<file path="config.mk">
export PLATFORM = sky130hd
export DESIGN_NAME = mem_port_arbiter
export DESIGN_NICKNAME = d
export VERILOG_FILES = /design/src/rtl/mem_port_arbiter_pkg.sv /design/src/rtl/mem_port_arbiter_arb_rr2.sv /design/src/rtl/mem_port_arbiter.sv
export SDC_FILE = /design/constraint.sdc
export NUM_CORES = 1
export LEC_CHECK = 0
export BUFFER_PORTS_ARGS = -buffer_cell sky130_fd_sc_hd__buf_2
export CAP_MARGIN = 5
export CORE_UTILIZATION = 49
export CTS_CLUSTER_DIAMETER = 80
export DETAILED_ROUTE_END_ITERATION = 6
export HOLD_SLACK_MARGIN = 0.05
export MAX_ROUTING_LAYER = met4
export PLACE_DENSITY = 0.82
export SYNTH_ARGS = -nofsm -noshare
export SYNTH_HDL_FRONTEND = slang
export SYNTH_HIERARCHICAL = 1
export SYNTH_SLANG_ARGS = --single-unit
</file>
<file path="constraint.sdc">
create_clock -name i_clk -period 2.28 [get_ports i_clk]
set_input_delay 0.684 -clock i_clk [delete_from_list [all_inputs] [get_ports i_clk]]
set_output_delay 0.684 -clock i_clk [all_outputs]
set_load 0.005 [all_outputs]
</file>
<file path="src/rtl/mem_port_arbiter_pkg.sv">
// Shared types and constants for the CPU/host memory port arbiter.
package mem_port_arbiter_pkg;

    localparam int ARB_ADDR_WIDTH = 8;
    localparam int ARB_DATA_WIDTH = 16;

    // Access sequencer states: wait for a request, drive the RAM, take the result.
    typedef enum logic [1:0] {
        ARB_STATE_IDLE    = 2'd0,
        ARB_STATE_ISSUE   = 2'd1,
        ARB_STATE_CAPTURE = 2'd2
    } arb_state_e;

    // Grant encoding, also used as the index of the port inside the request vector.
    localparam logic ARB_GRANT_CPU  = 1'b0;
    localparam logic ARB_GRANT_HOST = 1'b1;

    // Two-way round-robin choice: a lone requester wins; on a tie the port that
    // did not win last time is chosen.
    function automatic logic rr_pick(input logic [1:0] req, input logic last_grant);
        logic pick;
        case (req)
            2'b01:   pick = ARB_GRANT_CPU;
            2'b10:   pick = ARB_GRANT_HOST;
            2'b11:   pick = ~last_grant;
            default: pick = ARB_GRANT_CPU;
        endcase
        return pick;
    endfunction

endpackage

</file>
<file path="src/rtl/mem_port_arbiter_arb_rr2.sv">
// Combinational 2-way round-robin picker. Bit 0 of the request vector is the
// CPU port, bit 1 the host port.
module arb_rr2
    import mem_port_arbiter_pkg::*;
(
    input  logic [1:0] i_req,
    input  logic       i_last_grant,
    output logic       o_grant,
    output logic       o_valid
);

    // Pick a winner whenever any port is requesting.
    always_comb begin
        o_valid = |i_req;
        o_grant = rr_pick(i_req, i_last_grant);
    end

endmodule

</file>
<file path="src/rtl/mem_port_arbiter.sv">
// Shares one single-port synchronous RAM between the CPU and a host debug port.
// Each access takes IDLE -> ISSUE (mem_en) -> CAPTURE (ack, read data bypass).
module mem_port_arbiter
    import mem_port_arbiter_pkg::*;
#(
    parameter int ADDR_WIDTH = ARB_ADDR_WIDTH,
    parameter int DATA_WIDTH = ARB_DATA_WIDTH
) (
    input  logic                  i_clk,
    input  logic                  i_reset,
    input  logic                  i_cpu_req,
    input  logic                  i_cpu_read_not_write,
    input  logic [ADDR_WIDTH-1:0] i_cpu_addr,
    input  logic [DATA_WIDTH-1:0] i_cpu_wdata,
    output logic [DATA_WIDTH-1:0] o_cpu_rdata,
    output logic                  o_cpu_ack,
    input  logic                  i_host_req,
    input  logic                  i_host_read_not_write,
    input  logic [ADDR_WIDTH-1:0] i_host_addr,
    input  logic [DATA_WIDTH-1:0] i_host_wdata,
    output logic [DATA_WIDTH-1:0] o_host_rdata,
    output logic                  o_host_ack,
    output logic                  o_mem_en,
    output logic                  o_mem_read_not_write,
    output logic [ADDR_WIDTH-1:0] o_mem_addr,
    output logic [DATA_WIDTH-1:0] o_mem_wdata,
    input  logic [DATA_WIDTH-1:0] i_mem_rdata
);

    arb_state_e            r_state;
    arb_state_e            w_next_state;
    logic                  w_latch;
    logic                  w_pick_grant;
    logic                  w_pick_valid;
    logic                  w_sel_rnw;
    logic [ADDR_WIDTH-1:0] w_sel_addr;
    logic [DATA_WIDTH-1:0] w_sel_wdata;
    logic                  w_cap_read;

    logic                  r_last_grant;
    logic                  r_grant;
    logic                  r_rnw;
    logic [ADDR_WIDTH-1:0] r_addr;
    logic [DATA_WIDTH-1:0] r_wdata;
    logic                  r_mem_en;
    logic                  r_cpu_ack;
    logic                  r_host_ack;
    logic [DATA_WIDTH-1:0] r_cpu_rdata;
    logic [DATA_WIDTH-1:0] r_host_rdata;

    arb_rr2 u_arb_rr2 (
        .i_req        ({i_host_req, i_cpu_req}),
        .i_last_grant (r_last_grant),
        .o_grant      (w_pick_grant),
        .o_valid      (w_pick_valid)
    );

    // Next-state logic; the access fields are captured only when leaving IDLE.
    always_comb begin
        w_next_state = r_state;
        w_latch      = 1'b0;
        case (r_state)
            ARB_STATE_IDLE: begin
                if (w_pick_valid) begin
                    w_next_state = ARB_STATE_ISSUE;
                    w_latch      = 1'b1;
                end else begin
                    w_next_state = ARB_STATE_IDLE;
                end
            end
            ARB_STATE_ISSUE:   w_next_state = ARB_STATE_CAPTURE;
            ARB_STATE_CAPTURE: w_next_state = ARB_STATE_IDLE;
            default:           w_next_state = ARB_STATE_IDLE;
        endcase
    end

    // State register.
    always_ff @(posedge i_clk) begin
        if (i_reset) begin
            r_state <= ARB_STATE_IDLE;
        end else begin
            r_state <= w_next_state;
        end
    end

    // Select the fields of the port that is about to be granted.
    always_comb begin
        if (w_pick_grant == ARB_GRANT_HOST) begin
            w_sel_rnw   = i_host_read_not_write;
            w_sel_addr  = i_host_addr;
            w_sel_wdata = i_host_wdata;
        end else begin
            w_sel_rnw   = i_cpu_read_not_write;
            w_sel_addr  = i_cpu_addr;
            w_sel_wdata = i_cpu_wdata;
        end
    end

    // Latch grant and access fields so requester changes mid-access are ignored.
    always_ff @(posedge i_clk) begin
        if (i_reset) begin
            r_last_grant <= ARB_GRANT_HOST;
            r_grant      <= ARB_GRANT_CPU;
            r_rnw        <= 1'b0;
            r_addr       <= '0;
            r_wdata      <= '0;
        end else if (w_latch) begin
            r_last_grant <= w_pick_grant;
            r_grant      <= w_pick_grant;
            r_rnw        <= w_sel_rnw;
            r_addr       <= w_sel_addr;
            r_wdata      <= w_sel_wdata;
        end
    end

    // Registered strobes: mem_en for ISSUE, ack to the granted port for CAPTURE.
    always_ff @(posedge i_clk) begin
        if (i_reset) begin
            r_mem_en   <= 1'b0;
            r_cpu_ack  <= 1'b0;
            r_host_ack <= 1'b0;
        end else begin
            r_mem_en   <= (w_next_state == ARB_STATE_ISSUE);
            r_cpu_ack  <= (w_next_state == ARB_STATE_CAPTURE) && (r_grant == ARB_GRANT_CPU);
            r_host_ack <= (w_next_state == ARB_STATE_CAPTURE) && (r_grant == ARB_GRANT_HOST);
        end
    end

    assign w_cap_read = (r_state == ARB_STATE_CAPTURE) && r_rnw;

    // Keep a copy of the RAM read data so it remains visible after the ack cycle.
    always_ff @(posedge i_clk) begin
        if (i_reset) begin
            r_cpu_rdata  <= '0;
            r_host_rdata <= '0;
        end else if (w_cap_read) begin
            if (r_grant == ARB_GRANT_HOST) begin
                r_host_rdata <= i_mem_rdata;
            end else begin
                r_cpu_rdata  <= i_mem_rdata;
            end
        end
    end

    // During the ack cycle the RAM output is passed straight through so data and ack align.
    always_comb begin
        if (w_cap_read && (r_grant == ARB_GRANT_CPU)) begin
            o_cpu_rdata = i_mem_rdata;
        end else begin
            o_cpu_rdata = r_cpu_rdata;
        end
        if (w_cap_read && (r_grant == ARB_GRANT_HOST)) begin
            o_host_rdata = i_mem_rdata;
        end else begin
            o_host_rdata = r_host_rdata;
        end
    end

    assign o_cpu_ack            = r_cpu_ack;
    assign o_host_ack           = r_host_ack;
    assign o_mem_en             = r_mem_en;
    assign o_mem_read_not_write = r_rnw;
    assign o_mem_addr           = r_addr;
    assign o_mem_wdata          = r_wdata;

endmodule

</file>
==> results of run 1 <==
## timing repair
| item | CTS | global route |
|---|---|---|
| pin swaps | 1 | 0 |
| hold endpoints to repair | 0 | 0 |
| resized for setup | 3 | 0 |
| gates cloned | 2 | 0 |
| setup endpoints to repair | 32 | 32 |
| buffers inserted | 2 | 0 |
## state kept, by name, indices dropped and copies added, names as in the netlist, 2 cells and up
name and flops:
r_cpu_rdata 16, r_state 2, r_host_rdata 16, o_mem_wdata 16
o_mem_addr 8
## per-stage QoR
step,power [mW],setup slack (ns)
after floorplan,1.477,0.3180
after global placement,1.626,0.2147
after detailed placement,1.640,0.1704
after CTS,2.502,-0.05919
after global routing,2.608,-0.1126
final,2.476,-0.04154
## layout by cell type, fill, tap and decap left out
master,count
sky130_fd_sc_hd__nand2b_1,50
sky130_fd_sc_hd__and4bb_2,1
sky130_fd_sc_hd__inv_1,27
sky130_fd_sc_hd__buf_4,5
sky130_fd_sc_hd__o32ai_2,18
sky130_fd_sc_hd__nand4b_1,1
sky130_fd_sc_hd__or2_1,1
sky130_fd_sc_hd__clkbuf_1,2
sky130_fd_sc_hd__o32ai_1,7
sky130_fd_sc_hd__or4b_4,1
sky130_fd_sc_hd__buf_2,129
sky130_fd_sc_hd__nor3b_4,1
sky130_fd_sc_hd__buf_12,4
sky130_fd_sc_hd__dfxtp_1,61
sky130_fd_sc_hd__and2_1,1
sky130_fd_sc_hd__mux2i_1,59
sky130_fd_sc_hd__nor2b_1,1
sky130_fd_sc_hd__bufbuf_16,2
sky130_fd_sc_hd__nor3b_1,1
sky130_fd_sc_hd__dfxtp_2,3
sky130_fd_sc_hd__a21boi_4,1
sky130_fd_sc_hd__clkbuf_8,12
sky130_fd_sc_hd__mux2_2,32
sky130_fd_sc_hd__nor2_1,2
## synthesized netlist by cell type, drive strengths merged
master  count  area (µm²)
buf        18       120.1
nor3b       2       20.02
clkbuf      6       22.52
a21boi      1       7.510
nor2        2       7.510
nand4b      1       8.760
or4b        1       13.76
mux2i      59       590.6
dfxtp      64        1281
mux2       32       360.4
and2        1       6.260
or2         1       6.260
and4bb      1       12.51
o32ai      25       354.1
nand2b     50       312.8
inv        27       101.4
nor2b       1       6.260
## cells by family (layout without fill, tap and decap cells)
| kind of cell | Yosys count | count (layout) | share of synthesized area [%] |
|---|---|---|---|
| multiplexers | 91 | 91 | 29.42 |
| flip-flops | 64 | 64 | 39.64 |
| AND/OR/NAND/NOR | 60 | 60 | 12.20 |
| buffers and inverters | 51 | 181 | 7.549 |
| AO/OA/AOI/OAI | 26 | 26 | 11.19 |
## layout make-up
type                            instances  area [µm²]  area share [%]
Clock buffer                           14       172.7           4.103
Inverter                               27       101.3           2.409
Multi-Input combinational cell        177        1724           40.98
Sequential cell                        64        1285           30.54
Tap cell                               77       96.34           2.290
Timing Repair Buffer                  140       828.3           19.68
## power groups by stage
stage          Combinational (mW)  Clock, mW  Sequential, mW
2_1_floorplan               0.244          0            1.23
3_3_place_gp                0.397          0            1.23
3_5_place_dp                0.408          0            1.23
4_1_cts                     0.412      0.882            1.21
5_1_grt                     0.444      0.949            1.21
6_report                    0.408      0.860            1.21
## worst max-delay path: stages, from the launching register on
cell and delay, ns:
sky130_fd_sc_hd__dfxtp_2 0.34, sky130_fd_sc_hd__and4bb_2 0.34, sky130_fd_sc_hd__buf_12 0.16, sky130_fd_sc_hd__mux2_2 0.34, sky130_fd_sc_hd__buf_2 0.13
## layer usage
| metal | global-route usage, % | wire length (µm) | share of wire (%) |
|---|---|---|---|
| met5 | - | 0 | 0 |
| met3 | 3.976 | 341 | 5.0 |
| met4 | 8.464 | 64 | 0.93 |
| met1 | 25.03 | 3073 | 45 |
| met2 | 34.80 | 3377 | 49 |
## path summary, 6_finish.rpt
check | startpoint | end | slack [ns] | cells after the start
worst max-delay path | r_grant | o_cpu_rdata[4] | -0.04 | 4
worst min-delay path | r_grant | o_cpu_ack | 0.46 | 1
worst max register to register | r_last_grant | o_mem_wdata[11] | 0.77 | 4
worst min register to register | r_grant | o_cpu_ack | 0.46 | 1
==> impl_metrics.py, run 1 <==
metrics = {
    "run_status": {
        "run_status": "complete, but fails checks",
        "violations_in_the_final_reports": "negative setup slack",
    },
    "finish": {
        "diodes": 0,
        "finalNetCount": 489,
        "final_area_mm2": 0.004208,
        "area_added_between_synthesis_and_finish_pct": 30.20,
        "layoutNonFillerInstCount": 499,
        "final_core_util_pct": 66.27,
        "share_of_post_route_cells_with_drive_strength_above_1_pct": 49.53,
        "filler_cell_count": 512,
    },
    "synthesis": {
        "synth_cells": 292,
        "synth_cell_area_mm2": 0.003232,
        "post_synth.cell_area_avg_um2": 11.07,
        "post_synthesis_cell_type_count": 21,
        "synthesis.yosys.warnings": 6,
        "synth_sequential_area_ratio_pct": 39.64,
        "synthesis.nets": 362,
        "number_of_flip_flops_and_latches_in_the_synthesized_netlist": 64,
    },
    "sta": {
        "report.final.slew_viol_count": 0,
        "pin_slew_with_the_least_headroom_to_its_limit_ns": 0.4455,
        "fin_hold_ws_ns": 0.4557,
        "setup_total_negative_slack_ns": -0.5510,
        "final-hold-violation-count": 0,
        "rsz0062_at_grt": "yes",
        "max_slew_margin_pct": 70.22,
        "clock-skew-final_ns": 0.004821,
        "max_freq_mhz": 430.7,
        "post-route-period-util_pct": 101.8,
        "timing.final.crit_period_ns": 2.322,
        "final_critical_path_setup_slack_ns": -0.04154,
        "report.final.setup_viol": 16,
    },
    "power_and_ir_drop": {
        "power_per_cell_area_mw_per_mm2": 588.3,
        "pwr-share-comb_pct": 16.5,
        "clock_power_share_pct": 34.8,
        "cellLeakagePower_nw": 2.041,
        "sequentialPowerShare_pct": 48.8,
        "internal_power_mw": 1.862,
        "max-vdd-ir-drop_v": 0.0003960,
        "switching_share_of_power_pct": 24.76,
        "netSwitchingPower_mw": 0.6130,
    },
    "worst_setup_path": {
        "path_class": "reg -> out",
        "worstSetupStartpointType": "flop",
        "worst-endpoint-required_ns": 1.60,
        "crit_arrival_ns": 1.64,
        "critPathMaxFanout": 16,
        "critical_path.endpoint_type": "primary output",
    },
    "die": {
        "num_rows": 29,
        "coreArea_mm2": 0.006350,
        "initial_utilization_pct": 50.90,
        "die_footprint_mm2": 0.006925,
        "floorplan.die.width_um": 83.22,
        "die_height_um": 83.22,
        "boundaryPins": 130,
    },
    "detailed_routing": {
        "vias_per_cell": 5.108,
        "drt_first_pass_iters": 4,
        "drc": 0,
        "dr.first_iter.drc_count": 56,
        "route.vias.total": 2549,
        "routed_wirelength_um": 6856,
        "remaining_number_of_nets_flagged_by_the_antenna_check_after_routing": 0,
        "post_drt_wl_per_cell_um": 13.74,
    },
    "clock_network": {
        "cts-hold-fix-buffers": 0,
        "ctsRootBufferMaster": "sky130_fd_sc_hd__clkbuf_8",
        "clk-insertion-delay-late_ns": 0.32,
        "clock_transition_at_the_registers_of_the_reported_paths_ns": 0.07,
        "clk_path_buf_depth": 2,
        "sinks_on_the_clock_net": 64,
        "h_tree_depth": 3,
        "cts_made_buffers": 9,
        "cts_tree": "yes",
    },
    "place": {
        "final_weighted_congestion_of_routability_driven_global_placement": 0.7552,
        "hpwlAfterDp_um": 4592,
        "postPlaceCellArea_mm2": 0.003951,
        "number_of_port_buffers": 129,
        "dp.cells": 481,
    },
    "grt": {
        "vias_in_the_first_global_route": 2450,
        "track_usage_pct": 20.96,
        "grt_max_degree": 79,
        "globalRouteOverflowTotal": 0,
        "antenna_found_initial": 0,
        "grt_first_pass_wirelength_um": 11270,
    },
    "hold_path": {
        "class_of_the_worst_hold_path": "reg -> reg",
    },
    "job": {
        "timing.max_cap.violations": 0,
    },
}
No activity file was read; power rests on OpenSTA's default activity.
==> inputs of run 2 (changes only) <==
ABC_AREA = 1   (was not set)
ABC_CLOCK_PERIOD_IN_PS = 2280   (was not set)
CORE_UTILIZATION = 48   (was 49)
PLACE_DENSITY = 0.81   (was 0.82)
==> impl_metrics.py, run 2 <==
metrics = {
    "die": {
        "boundaryPins": 130,
        "num_rows": 29,
        "floorplan.die.width_um": 83.07,
        "die_footprint_mm2": 0.006900,
        "die_height_um": 83.07,
        "coreArea_mm2": 0.006350,
        "initial_utilization_pct": 49.67,
    },
    "synthesis": {
        "synth_top_cells_by_area": "sky130_fd_sc_hd__dfxtp_1 (41%), sky130_fd_sc_hd__nand2_1 (17%), sky130_fd_sc_hd__inv_1 (16%)",
        "synthMostInstantiatedCell": "sky130_fd_sc_hd__nand2_1",
        "ys_dominant_reg_cell": "sky130_fd_sc_hd__dfxtp_1",
        "synth_cells": 518,
        "synth_async_sr_flop_share_pct": 0,
        "synth_largest_type_area_fraction_pct": 40.62,
        "synthesis.nets": 588,
        "synth_enable_flop_cells": 0,
        "number_of_flip_flops_and_latches_in_the_synthesized_netlist": 64,
        "synthesis.yosys.warnings": 6,
        "netlist.top_cell.by_area": "sky130_fd_sc_hd__dfxtp_1",
        "post_synth.cell_area_avg_um2": 6.089,
        "post_synth_most_frequent_cells": "sky130_fd_sc_hd__nand2_1 (141), sky130_fd_sc_hd__inv_1 (133), sky130_fd_sc_hd__nor2_1 (84)",
        "synth_sequential_area_ratio_pct": 40.62,
        "synth_cell_area_mm2": 0.003154,
        "post_synthesis_cell_type_count": 20,
    },
    "power_and_ir_drop": {
        "max-vdd-ir-drop_v": 0.0003780,
        "cellLeakagePower_nw": 2.626,
        "sequentialPowerShare_pct": 49.2,
        "switching_share_of_power_pct": 28.03,
        "power_per_cell_area_mw_per_mm2": 614.0,
        "pwr-share-comb_pct": 18.0,
        "internal_power_mw": 1.799,
        "netSwitchingPower_mw": 0.7006,
        "clock_power_share_pct": 32.8,
    },
    "sta": {
        "max_freq_mhz": 461.1,
        "report.final.setup_viol": 0,
        "post-route-period-util_pct": 95.12,
        "final-hold-violation-count": 0,
        "setup_total_negative_slack_ns": 0,
        "clock-skew-final_ns": 0.007346,
        "rsz0062_at_grt": "no",
        "timing.final.crit_period_ns": 2.169,
        "max_slew_margin_pct": 75.10,
        "pin_slew_with_the_least_headroom_to_its_limit_ns": 0.3736,
        "report.final.slew_viol_count": 0,
    },
    "hold_path": {
        "min-delay-start": "r_state[1]",
        "class_of_the_worst_hold_path": "reg -> reg",
        "hold-path-endpoint": "r_state[1]",
        "whs_path_depth": 1,
    },
    "worst_setup_path": {
        "buf_inv_on_cp": 3,
        "worst-endpoint-required_ns": 1.60,
        "critical_path.endpoint_type": "primary output",
        "rr_startpoint": "r_state[0]",
        "r2r_end": "o_mem_wdata[10]",
        "crit_arrival_ns": 1.48,
        "rrSetupSlack_ns": 0.93,
        "critical_path.max_stage_delay_ns": 0.38,
        "critical_path.cell_chain": "nand2_4 -> nor2_8 -> buf_6 -> nand3_1 -> nand2_1 -> inv_1 -> buf_2",
        "critPathMaxFanout": 14,
        "path_class": "reg -> out",
        "slowest_stage": "sky130_fd_sc_hd__dfxtp_4",
        "timing.critical_path.max_delay_family": "simple AND/OR/NAND/NOR gates",
        "worstSetupStartpointType": "flop",
        "timing.reg2reg.worst_path_depth": 6,
    },
    "run_status": {
        "run_status": "finished, final reports clean",
    },
    "finish": {
        "share_of_post_route_cells_with_drive_strength_above_1_pct": 25.08,
        "multi_input_area_mm2": 0.001272,
        "layoutNonFillerInstCount": 727,
        "layout_common_cells": "sky130_fd_sc_hd__nand2_1 (141), sky130_fd_sc_hd__inv_1 (133), sky130_fd_sc_hd__buf_2 (129), sky130_fd_sc_hd__nor2_1 (84), sky130_fd_sc_hd__dfxtp_1 (61)",
        "area_added_between_synthesis_and_finish_pct": 29.04,
        "filler_cell_count": 607,
        "finalNetCount": 715,
        "layout.cells.most_common": "sky130_fd_sc_hd__nand2_1",
        "diodes": 0,
        "final_core_util_pct": 64.10,
        "sequential_cell_area_mm2": 0.001287,
    },
    "grt": {
        "track_usage_pct": 22.73,
        "grt_first_pass_wirelength_um": 12640,
        "grt_max_degree": 50,
        "globalRouteOverflowTotal": 0,
        "antenna_found_initial": 0,
        "vias_in_the_first_global_route": 3114,
    },
    "clock_network": {
        "sinks_on_the_clock_net": 64,
        "cts_made_buffers": 9,
        "clock_transition_at_the_registers_of_the_reported_paths_ns": 0.06,
        "cts-hold-fix-buffers": 0,
        "clk_path_buf_depth": 2,
        "cts_tree": "yes",
        "clk-insertion-delay-late_ns": 0.33,
        "ctsRootBufferMaster": "sky130_fd_sc_hd__clkbuf_8",
        "h_tree_depth": 3,
    },
    "detailed_routing": {
        "post_drt_wl_per_cell_um": 10.15,
        "drc": 0,
        "route.vias.total": 3256,
        "dr.first_iter.drc_count": 148,
        "vias_per_cell": 4.479,
        "remaining_number_of_nets_flagged_by_the_antenna_check_after_routing": 0,
        "drt_first_pass_iters": 5,
        "routed_wirelength_um": 7379,
    },
    "place": {
        "number_of_port_buffers": 129,
        "hpwlAfterDp_um": 5303,
        "final_weighted_congestion_of_routability_driven_global_placement": 0.9160,
        "dp.cells": 708,
    },
    "job": {
        "timing.max_cap.violations": 0,
    },
}
-- run 2: cell count changes after synthesis, sizes merged, moves of 25 or more --
cell / before / now
inv: 27 / 133
mux2: 32 / 0
mux2i: 59 / 0
nand2: 0 / 144
nand2b: 50 / 0
nand3: 0 / 34
nor2: 2 / 85
o21ai: 0 / 25
o32ai: 25 / 0
-- run 2: logic make-up after synthesis --
kind of cell | synth area share, %
AOI/OAI and AO/OA | 4.284
DFF | 40.62
buffers and inverters | 20.27
and+or+nand+nor | 34.83
-- run 2: worst max-delay path by stage --
stage,to,start,cells past startpoint
6_report,o_cpu_rdata[5],r_state[1],7
5_1_grt,o_cpu_rdata[4],r_state[1],7
4_1_cts,o_cpu_rdata[5],o_mem_read_not_write,7
3_5_place_dp,o_cpu_rdata[5],r_state[1],7
3_3_place_gp,o_host_rdata[1],r_state[1],7
2_1_floorplan,o_cpu_rdata[2],r_state[1],6
-- run 2: cell type report --
type	instances	share of cell area (%)
Sequential cell	64	31.63
Multi-Input combinational cell	297	31.26
Timing Repair Buffer	138	18.23
Inverter	135	12.45
Clock buffer	12	3.566
Tap cell	77	2.367
Clock inverter	4	0.4919
-- run 2: metal layers --
layer	global-route usage, %	up-vias	routed length (µm)
met3	4.573	17	440
met5	-	-	0
met2	39.27	124	3495
li1	-	1731	-
met4	11.13	0	191
met1	24.92	1384	3251
-- run 2: stage by stage --
stage / hold WS [ns] / worst slack (ns) / power [mW] / area, µm²
after floorplan: 0.4292 / 0.5871 / 1.513 / 3154
after global placement: 0.4944 / 0.3072 / 1.684 / 3860
after detailed placement: 0.5000 / 0.2210 / 1.696 / 3860
after CTS: 0.4932 / 0.03553 / 2.524 / 4065
after global routing: 0.4788 / 0.02230 / 2.637 / 4070
final: 0.4739 / 0.1112 / 2.499 / 4070
-- run 2: worst register-to-register path, cell delays in order (launching register included) --
cell and delay, ns:
sky130_fd_sc_hd__dfxtp_2 0.47, sky130_fd_sc_hd__inv_1 0.16, sky130_fd_sc_hd__nand3_2 0.18, sky130_fd_sc_hd__buf_12 0.23, sky130_fd_sc_hd__nand2_1 0.10, sky130_fd_sc_hd__nand2_1 0.06
sky130_fd_sc_hd__nor2_1 0.04
-- run 2: power groups by stage --
stage,Sequential [mW],Clock (mW),Combinational [mW]
2_1_floorplan,1.25,0,0.263
3_3_place_gp,1.25,0,0.438
3_5_place_dp,1.25,0,0.448
4_1_cts,1.23,0.843,0.453
5_1_grt,1.24,0.884,0.517
6_report,1.23,0.821,0.450
-- run 2: timing repair --
item | 4_1_cts | 5_1_grt
pin swaps | 1 | 1
gates cloned | 2 | 0
setup buffers | 1 | 0
endpoints found under the setup margin | 32 | 27
gates resized for setup | 3 | 3
==> inputs of run 3 (changes only) <==
CELL_PAD_IN_SITES_DETAIL_PLACEMENT = 1   (was not set)
CELL_PAD_IN_SITES_GLOBAL_PLACEMENT = 2   (was not set)
CORE_UTILIZATION = 24   (was 48)
PLACE_DENSITY = 0.82   (was 0.81)
==> impl_metrics.py, run 3 (synthesized netlist as in run 2, its figures left out) <==
metrics = {
    "die": {
        "coreArea_mm2": 0.01272,
        "boundaryPins": 130,
        "initial_utilization_pct": 24.79,
        "die_height_um": 116.6,
        "num_rows": 41,
        "floorplan.die.width_um": 116.6,
        "die_footprint_mm2": 0.01360,
    },
    "worst_setup_path": {
        "worstSetupStartpointType": "flop",
        "worst-endpoint-required_ns": 1.60,
        "crit_arrival_ns": 1.51,
        "critical_path.endpoint_type": "primary output",
        "critPathMaxFanout": 8,
        "r2r_end": "o_mem_wdata[6]",
        "timing.reg2reg.worst_path_depth": 6,
        "path_class": "reg -> out",
        "rr_startpoint": "r_state[0]",
        "rrSetupSlack_ns": 0.91,
    },
    "finish": {
        "area_added_between_synthesis_and_finish_pct": 42.68,
        "layout_common_cells": "sky130_fd_sc_hd__nand2_1 (137), sky130_fd_sc_hd__inv_1 (132), sky130_fd_sc_hd__buf_2 (129), sky130_fd_sc_hd__nor2_1 (84), sky130_fd_sc_hd__dfxtp_1 (60)",
        "filler_cell_count": 1703,
        "multi_input_area_mm2": 0.001331,
        "sequential_cell_area_mm2": 0.001291,
        "layoutNonFillerInstCount": 831,
        "layout.cells.most_common": "sky130_fd_sc_hd__nand2_1",
        "diodes": 0,
        "finalNetCount": 725,
        "share_of_post_route_cells_with_drive_strength_above_1_pct": 27.31,
    },
    "place": {
        "hpwlAfterDp_um": 7142,
        "dp.cells": 805,
        "final_weighted_congestion_of_routability_driven_global_placement": 0.7893,
        "place_ws_ns": 0.1662,
        "number_of_port_buffers": 129,
    },
    "clock_network": {
        "cts_tree": "yes",
        "h_tree_depth": 3,
        "ctsRootBufferMaster": "sky130_fd_sc_hd__clkbuf_16",
        "clk_path_buf_depth": 2,
        "sinks_on_the_clock_net": 64,
        "cts_made_buffers": 9,
        "clock_transition_at_the_registers_of_the_reported_paths_ns": 0.06,
        "clk-insertion-delay-late_ns": 0.34,
    },
    "detailed_routing": {
        "routed_wirelength_um": 9943,
        "drc": 0,
        "dr.first_iter.drc_count": 94,
        "remaining_number_of_nets_flagged_by_the_antenna_check_after_routing": 0,
        "vias_per_cell": 4.099,
        "drt_first_pass_iters": 4,
        "post_drt_wl_per_cell_um": 11.97,
        "route.vias.total": 3406,
    },
    "sta": {
        "fin_hold_ws_ns": 0.5005,
        "max_slew_margin_pct": 71.73,
        "clock-skew-final_ns": 0.005983,
        "report.final.slew_viol_count": 0,
        "max_freq_mhz": 455.8,
        "timing.final.crit_period_ns": 2.194,
        "post-route-period-util_pct": 96.23,
        "pin_slew_with_the_least_headroom_to_its_limit_ns": 0.4241,
        "final-hold-violation-count": 0,
        "final_critical_path_setup_slack_ns": 0.08599,
        "report.final.setup_viol": 0,
    },
    "grt": {
        "vias_in_the_first_global_route": 3361,
        "grt_first_pass_wirelength_um": 15780,
        "antenna_found_initial": 0,
        "track_usage_pct": 16.01,
        "globalRouteOverflowTotal": 0,
        "grt_max_degree": 52,
    },
    "run_status": {
        "run_status": "finished, final reports clean",
    },
    "power_and_ir_drop": {
        "max-vdd-ir-drop_v": 0.0003152,
        "internal_power_mw": 2.401,
        "netSwitchingPower_mw": 0.8370,
        "cellLeakagePower_nw": 2.735,
        "clock_power_share_pct": 46.9,
        "pwr-share-comb_pct": 15.0,
        "sequentialPowerShare_pct": 38.1,
        "switching_share_of_power_pct": 25.85,
        "power_per_cell_area_mw_per_mm2": 719.4,
    },
    "hold_path": {
        "class_of_the_worst_hold_path": "reg -> reg",
        "min-delay-start": "r_state[1]",
        "hold-path-endpoint": "o_host_ack",
        "whs_path_depth": 1,
    },
    "job": {
        "timing.max_cap.violations": 0,
    },
}
[run 3: cell types whose count changed in the layout (fill, tap and decap cells not counted), sizes merged]
cell,before,now
bufinv,0,2
nand2,144,146
clkbuf,12,13
clkinvlp,0,1
buf,138,145
clkinv,6,2
[run 3: worst max-delay path: stages, from the launching register on]
cell and delay [ns]:
sky130_fd_sc_hd__dfxtp_4 0.38, sky130_fd_sc_hd__nand2_8 0.08, sky130_fd_sc_hd__nor2_8 0.12, sky130_fd_sc_hd__clkbuf_16 0.18
sky130_fd_sc_hd__nand2_8 0.08, sky130_fd_sc_hd__nand2_1 0.07, sky130_fd_sc_hd__nand2_1 0.07, sky130_fd_sc_hd__inv_1 0.07
sky130_fd_sc_hd__buf_2 0.11
[run 3: final cells by class]
cell class                      count  area share [%]
Clock inverter                      3           1.446
Inverter                          135           11.34
Clock buffer                       12           5.699
Multi-Input combinational cell    299           29.58
Sequential cell                    64           28.69
Tap cell                          172           4.782
Timing Repair Buffer              146           18.46
[run 3: worst max path at each step]
| stage | start | endpoint |
|---|---|---|
| floorplan | r_state[1] | o_cpu_rdata[2] |
| global placement | r_state[1] | o_host_rdata[2] |
| detailed placement | r_state[1] | o_host_rdata[2] |
| CTS | o_mem_read_not_write | o_cpu_rdata[15] |
| global route | o_mem_read_not_write | o_host_rdata[2] |
| finish | o_mem_read_not_write | o_host_rdata[1] |
[run 3: what timing repair did]
action	CTS	global route
setup endpoints to repair	32	27
buffers inserted	3	2
gates cloned	4	2
resized for setup	11	9
hold buffers	0	0
pin swaps	3	6
[run 3: stage by stage]
stage                       TNS, ns  power [mW]  util [%]  cell area, µm²
after CTS                         0       3.288     34.77            4423
after global routing      -0.004432       3.408     35.38            4501
after global placement            0       1.710     31.29            3981
after detailed placement          0       1.726     31.29            3981
final                             0       3.238     35.38            4501
after floorplan                   0       1.513         -            3154
[run 3: layer usage]
| metal | GRT usage (%) | part of all wire (%) | wire (µm) |
|---|---|---|---|
| met2 | 25.72 | 46 | 4566 |
| met1 | 18.07 | 46 | 4537 |
| met5 | - | 0 | 0 |
| met4 | 8.692 | 2.2 | 214 |
| met3 | 4.359 | 6.3 | 624 |
[run 3: power by group through the flow]
stage,registers (mW),clock network (mW),logic [mW]
after floorplan,1.25,0,0.263
after global placement,1.25,0,0.463
after detailed placement,1.25,0,0.476
after CTS,1.23,1.57,0.490
after global routing,1.24,1.61,0.561
final,1.23,1.52,0.486
